**src/rtl/pipeline_hazard_ctrl.sv**
```systemverilog
// Stall/sequencing controller for the 5-stage core: EX/MEM/WB writer scoreboard, MUL sequencer,
// stage enables, bubble injection and bypass selects. Optional bypass network: HAZARD_BYPASS_EN.
module pipeline_hazard_ctrl #(
  parameter int unsigned MUL_LAT = 5,
  parameter logic [6:0]  NOP_OP  = 7'h3F
) (
  input  logic       clk,
  input  logic       rst_n,
  input  logic       id_valid,
  input  logic [6:0] id_opcode,
  input  logic [4:0] id_src1,
  input  logic [4:0] id_src2,
  input  logic [4:0] id_dst,
  output logic       if_en,
  output logic       id_en,
  output logic       ex_en,
  output logic       ex_bubble,
  output logic       mem_bubble,
  output logic [1:0] fwd1_sel,
  output logic [1:0] fwd2_sel,
  output logic       mult_busy,
  output logic       mult_done
);

  localparam int unsigned CW = (MUL_LAT > 2) ? $clog2(MUL_LAT) : 1;

  localparam logic [6:0] OP_ADD = 7'h00;
  localparam logic [6:0] OP_SUB = 7'h01;
  localparam logic [6:0] OP_MUL = 7'h02;
  localparam logic [6:0] OP_LDB = 7'h10;
  localparam logic [6:0] OP_LDW = 7'h11;

  typedef enum logic [1:0] {IDLE, MUL_BUSY, MUL_DONE} state_t;

  typedef struct packed {
    logic       valid;
    logic [4:0] dst;
    logic       is_load;
  } sb_t;

  state_t        state, state_nxt;
  logic [CW-1:0] cnt, cnt_nxt;
  sb_t           sb_ex, sb_mem, sb_wb;
  sb_t           dec;
  logic          load_use, raw, stall, advance, mul_issue;

  function automatic logic hit(input sb_t e, input logic [4:0] s);
    return e.valid && (e.dst != '0) && (e.dst == s);
  endfunction

  always_comb begin
    dec         = '0;
    dec.is_load = (id_opcode == OP_LDB) || (id_opcode == OP_LDW);
    dec.dst     = id_dst;
    dec.valid   = (id_opcode != NOP_OP) &&
                  ((id_opcode == OP_ADD) || (id_opcode == OP_SUB) ||
                   (id_opcode == OP_MUL) || dec.is_load);
  end

  always_comb begin
    load_use = id_valid && sb_ex.is_load && (hit(sb_ex, id_src1) || hit(sb_ex, id_src2));
`ifdef HAZARD_BYPASS_EN
    raw = load_use;
`else
    raw = id_valid && (hit(sb_ex, id_src1)  || hit(sb_ex, id_src2)  ||
                       hit(sb_mem, id_src1) || hit(sb_mem, id_src2) ||
                       hit(sb_wb, id_src1)  || hit(sb_wb, id_src2));
`endif
    stall = (state != MUL_BUSY) && raw;
  end

  // State and counter register
  always_ff @(posedge clk or negedge rst_n) begin
    if (!rst_n) begin
      state <= IDLE;
      cnt   <= '0;
    end else begin
      state <= state_nxt;
      cnt   <= cnt_nxt;
    end
  end

  assign advance   = id_valid && id_en && !ex_bubble;
  assign mul_issue = advance && (id_opcode == OP_MUL);

  always_comb begin
    state_nxt = state;
    cnt_nxt   = cnt;
    case (state)
      MUL_BUSY: begin
        if (cnt == '0) state_nxt = MUL_DONE;
        else           cnt_nxt   = cnt - 1'b1;
      end
      default: begin
        if (mul_issue) begin
          state_nxt = MUL_BUSY;
          cnt_nxt   = CW'(MUL_LAT - 2);
        end else begin
          state_nxt = IDLE;
        end
      end
    endcase
  end

  always_comb begin
    if_en      = 1'b1;
    id_en      = 1'b1;
    ex_en      = 1'b1;
    ex_bubble  = 1'b0;
    mem_bubble = 1'b0;
    mult_busy  = 1'b0;
    mult_done  = 1'b0;
    case (state)
      MUL_BUSY: begin
        if_en      = 1'b0;
        id_en      = 1'b0;
        mem_bubble = 1'b1;
        mult_busy  = 1'b1;
      end
      MUL_DONE: mult_done = 1'b1;
      default: ;
    endcase
    if (stall) begin
      if_en     = 1'b0;
      id_en     = 1'b0;
      ex_bubble = 1'b1;
    end
  end

`ifdef HAZARD_BYPASS_EN
  // Loads in MEM have no EX result to forward; they are only picked up from WB
  function automatic logic [1:0] sel_for(input sb_t m, input sb_t w, input logic [4:0] s);
    if (hit(m, s) && !m.is_load) return 2'b01;
    if (hit(w, s))               return 2'b10;
    return 2'b00;
  endfunction

  assign fwd1_sel = sel_for(sb_mem, sb_wb, id_src1);
  assign fwd2_sel = sel_for(sb_mem, sb_wb, id_src2);
`else
  assign fwd1_sel = 2'b00;
  assign fwd2_sel = 2'b00;
`endif

  // While the MUL occupies EX its slot is frozen and MEM receives bubbles behind it
  always_ff @(posedge clk or negedge rst_n) begin
    if (!rst_n) begin
      sb_ex  <= '0;
      sb_mem <= '0;
      sb_wb  <= '0;
    end else if (state == MUL_BUSY) begin
      sb_mem <= '0;
      sb_wb  <= sb_mem;
    end else begin
      sb_ex  <= advance ? dec : '0;
      sb_mem <= sb_ex;
      sb_wb  <= sb_mem;
    end
  end

endmodule

```
**config.mk**
```make
export PLATFORM = sky130hd
export DESIGN_NAME = pipeline_hazard_ctrl
export DESIGN_NICKNAME = d
export VERILOG_FILES = /design/src/rtl/pipeline_hazard_ctrl.sv
export SDC_FILE = /design/constraint.sdc
export NUM_CORES = 1
export LEC_CHECK = 0
export CAP_MARGIN = 20
export CORE_ASPECT_RATIO = 1.2
export CORE_MARGIN = 4
export CORE_UTILIZATION = 40
export DETAILED_ROUTE_END_ITERATION = 10
export PLACE_DENSITY = 0.75
export SKIP_LAST_GASP = 1
export SLEW_MARGIN = 20
export SYNTH_ARGS = -nofsm -noshare
export SYNTH_HDL_FRONTEND = slang
export SYNTH_SLANG_ARGS = --single-unit
```
**constraint.sdc**
```tcl
create_clock -name clk -period 2.47 [get_ports clk]
set_input_delay 0.494 -clock clk [delete_from_list [all_inputs] [get_ports clk]]
set_output_delay 0.494 -clock clk [all_outputs]
set_load 0.02 [all_outputs]
```
==> impl_metrics.tcl <==
set metrics [dict create \
    portBuffers 30 \
    clkTransAtPathRegs_ns 0.12 \
    syn_inst 132 \
    cp-start-kind "flip-flop" \
    drive_gt1_share_pct 27.4 \
    p_leak_nw 0.881 \
    grt_pass1_vias 1224 \
    status "finished, violations left" \
    reg2reg_setup_slack_ns -0.19 \
    viasPerCell 5.12 \
    cts_buffer_depth 2 \
    final-setup-viol-count 5 \
    ys_seq_area_share_pct 43.0 \
    min_delay_path_depth 0 \
    final_max_slew_viol_count 0 \
    drt_first_pass_iters 4 \
    drcViolationCount 0 \
    timing.rr.start "sb_mem[3]" \
    arrival_ns 2.24 \
    holdWs_ns 0.451 \
    initial_utilization_pct 42.7 \
    cts.sinks 23 \
    chipWidth_um 60.8 \
    busiest_layer "met2" \
    cts-root-buf "clkbuf_4" \
    power_w 0.00127 \
    grt.met3_usage_pct 2.34 \
    min-delay-start "sb_mem[6]" \
    violations "negative setup slack" \
    diodes 0 \
    power.density_nw_per_um2 664 \
    max_freq_mhz 365 \
    netlist_area_sq_um 1340 \
    synth_cell_types 31 \
    fin_crit_sh_pct 111 \
    final.setup.worst_slack_ns -0.268 \
    grt_max_degree 24 \
    vias 1156 \
    wl_per_cell_um 14.2 \
    antenna_found_initial 0 \
    num-fill-cells 282 \
    cts_tree "built" \
    avgSynthCellArea_sq_um 10.1 \
    cp_max_fo 2 \
    syn_to_final_growth_pct 43.3 \
    cts.htree.levels 1 \
    finalNetCount 218 \
    hold_class "reg -> reg" \
    fp-row-count 22 \
    grt_pass1_wl_um 5160 \
    final_cell_mix "xnor2_1, buf_4, dfrtp_1" \
    min_period_ns 2.74 \
    grt.total_usage_pct 15.4 \
    routed_wl_um 3220 \
    overflow 0 \
    grtUsageMet1_pct 17.9 \
    ys_seq_elements 23 \
    path_class "reg -> out" \
    yosys_warnings 0 \
    antenna_left 0 \
    cts_buffers 3 \
    core-area_sq_um 3140 \
    use_met2_pct 26.9 \
    worst_clock_skew_ns 0.00394 \
    maxCapViolations 0 \
    cp.required_ns 1.98 \
    rsz0062_at_grt "yes" \
    r2r_end "cnt[0]" \
    min_to "sb_wb[6]" \
    drt_iter0_markers 22 \
    hold_buffers 0 \
    layout_commonest_cell "xnor2_1" \
    peakVddDrop_uv 390 \
    gp_congestion 0.874 \
    dieArea_sq_um 4340 \
    reg2regPathDepth 13 \
    pin_count 36 \
    die_y_um 71.4 \
    hold_viol 0 \
    insertion_delay_ns 0.30 \
    setup.worst_path.end_class "output port" \
    dp_hpwl_um 2390 \
]
[stage by stage]
stage | cell area, sq um | worst slack [ns] | cells | util [%] | setup TNS (ns)
6_report | 1920 | -0.268 | 226 | 61.1 | -1.12
5_1_grt | 1920 | -0.332 | 226 | 61.1 | -1.46
2_1_floorplan | 1350 | 0.0439 | 135 | - | 0
3_3_place_gp | 1780 | -0.586 | 211 | 56.6 | -1.73
3_5_place_dp | 1780 | -0.608 | 211 | 56.6 | -1.81
4_1_cts | 1860 | -0.209 | 224 | 59.4 | -0.844
[routing by layer]
| metal | vias to the layer above | wire length, um |
|---|---|---|
| met4 | 0 | 51 |
| met1 | 555 | 1240 |
| met3 | 4 | 176 |
| met5 | - | 0 |
| met2 | 37 | 1750 |
| li1 | 560 | - |
[critical path, cell delays in order, from the launching register on]
cell	delay, ns
dfrtp_1	0.40
or4_4	0.56
o21ai_4	0.15
inv_2	0.05
a222oi_1	0.33
buf_4	0.18
buf_6	0.09
nor3_2	0.03
buf_4	0.15
[state kept, by name, summed over array words and instances, names as in the netlist]
register	count
cnt	3
sb_ex	6
sb_mem	6
sb_wb	6
state	2
[area by class of cell]
| cell class | count | area (sq um) | area share [%] |
|---|---|---|---|
| sequential | 23 | 576 | 30.0 |
| tap | 36 | 45.0 | 2.35 |
| inverter | 7 | 26.3 | 1.37 |
| multi-input combinational | 96 | 734 | 38.3 |
| timing repair buffer | 60 | 510 | 26.6 |
| clock buffer | 4 | 26.3 | 1.37 |
[logic make-up after synthesis]
logic type                 after synthesis  synth area share (%)
AOI/OAI and AO/OA                       22                  13.1
xor gates and xnor gates                32                  20.9
adders and majority gates                2                  1.87
buffers and inverters                   16                  6.73
DFF                                     23                  43.0
other                                    2                 0.561
and+or+nand+nor                         35                  13.8
[report_power, final]
part / total [W] / internal, W / switching [W]
logic: 0.000594 / 0.000316 / 0.000278
clock network: 0.000171 / 0.0000629 / 0.000108
registers: 0.000508 / 0.000454 / 0.0000540
total: 0.00127 / 0.000833 / 0.000440
[cell usage after synthesis]
| cell type | count | area [sq um] |
|---|---|---|
| a21oi_1 | 2 | 10.0 |
| a222oi_1 | 1 | 10.0 |
| a22o_2 | 1 | 10.0 |
| a31o_2 | 2 | 17.5 |
| a31oi_1 | 1 | 6.26 |
| a32o_2 | 5 | 56.3 |
| and2_1 | 7 | 43.8 |
| and3_1 | 2 | 12.5 |
| buf_4 | 8 | 60.1 |
| clkbuf_1 | 1 | 3.75 |
| conb_1 | 2 | 7.51 |
| dfrtp_1 | 23 | 576 |
| ha_1 | 2 | 25.0 |
| inv_1 | 6 | 22.5 |
| inv_2 | 1 | 3.75 |
| nand2_1 | 8 | 30.0 |
| nand2b_1 | 1 | 6.26 |
| nand3_1 | 7 | 35.0 |
| nand4_1 | 1 | 6.26 |
| nor2_1 | 3 | 11.3 |
| nor2b_1 | 1 | 6.26 |
| nor3_1 | 1 | 5.00 |
| nor4_1 | 1 | 6.26 |
| o21a_1 | 2 | 15.0 |
| o21ai_0 | 1 | 5.00 |
| o21ai_1 | 2 | 10.0 |
| o22ai_1 | 3 | 18.8 |
| o31ai_1 | 1 | 7.51 |
| o41ai_1 | 1 | 8.76 |
| or4_1 | 3 | 22.5 |
| xnor2_1 | 32 | 280 |
[worst max-delay path by stage]
stage	start	to	slack (ns)	depth (start not counted)
after floorplan	sb_mem[2]	if_en	0.04	7
final	sb_mem[3]	ex_bubble	-0.27	8
after global placement	id_src1[1]	ex_bubble	-0.59	8
after CTS	sb_mem[5]	ex_bubble	-0.21	8
after global routing	sb_mem[3]	ex_bubble	-0.33	8
after detailed placement	id_src1[3]	id_en	-0.61	7
[timing repair]
item,in CTS,in global routing
endpoints found under the setup margin,3,5
pin swaps,4,6
setup buffers,9,2
gates resized for setup,22,7
Power figures use the tool's default switching activity.
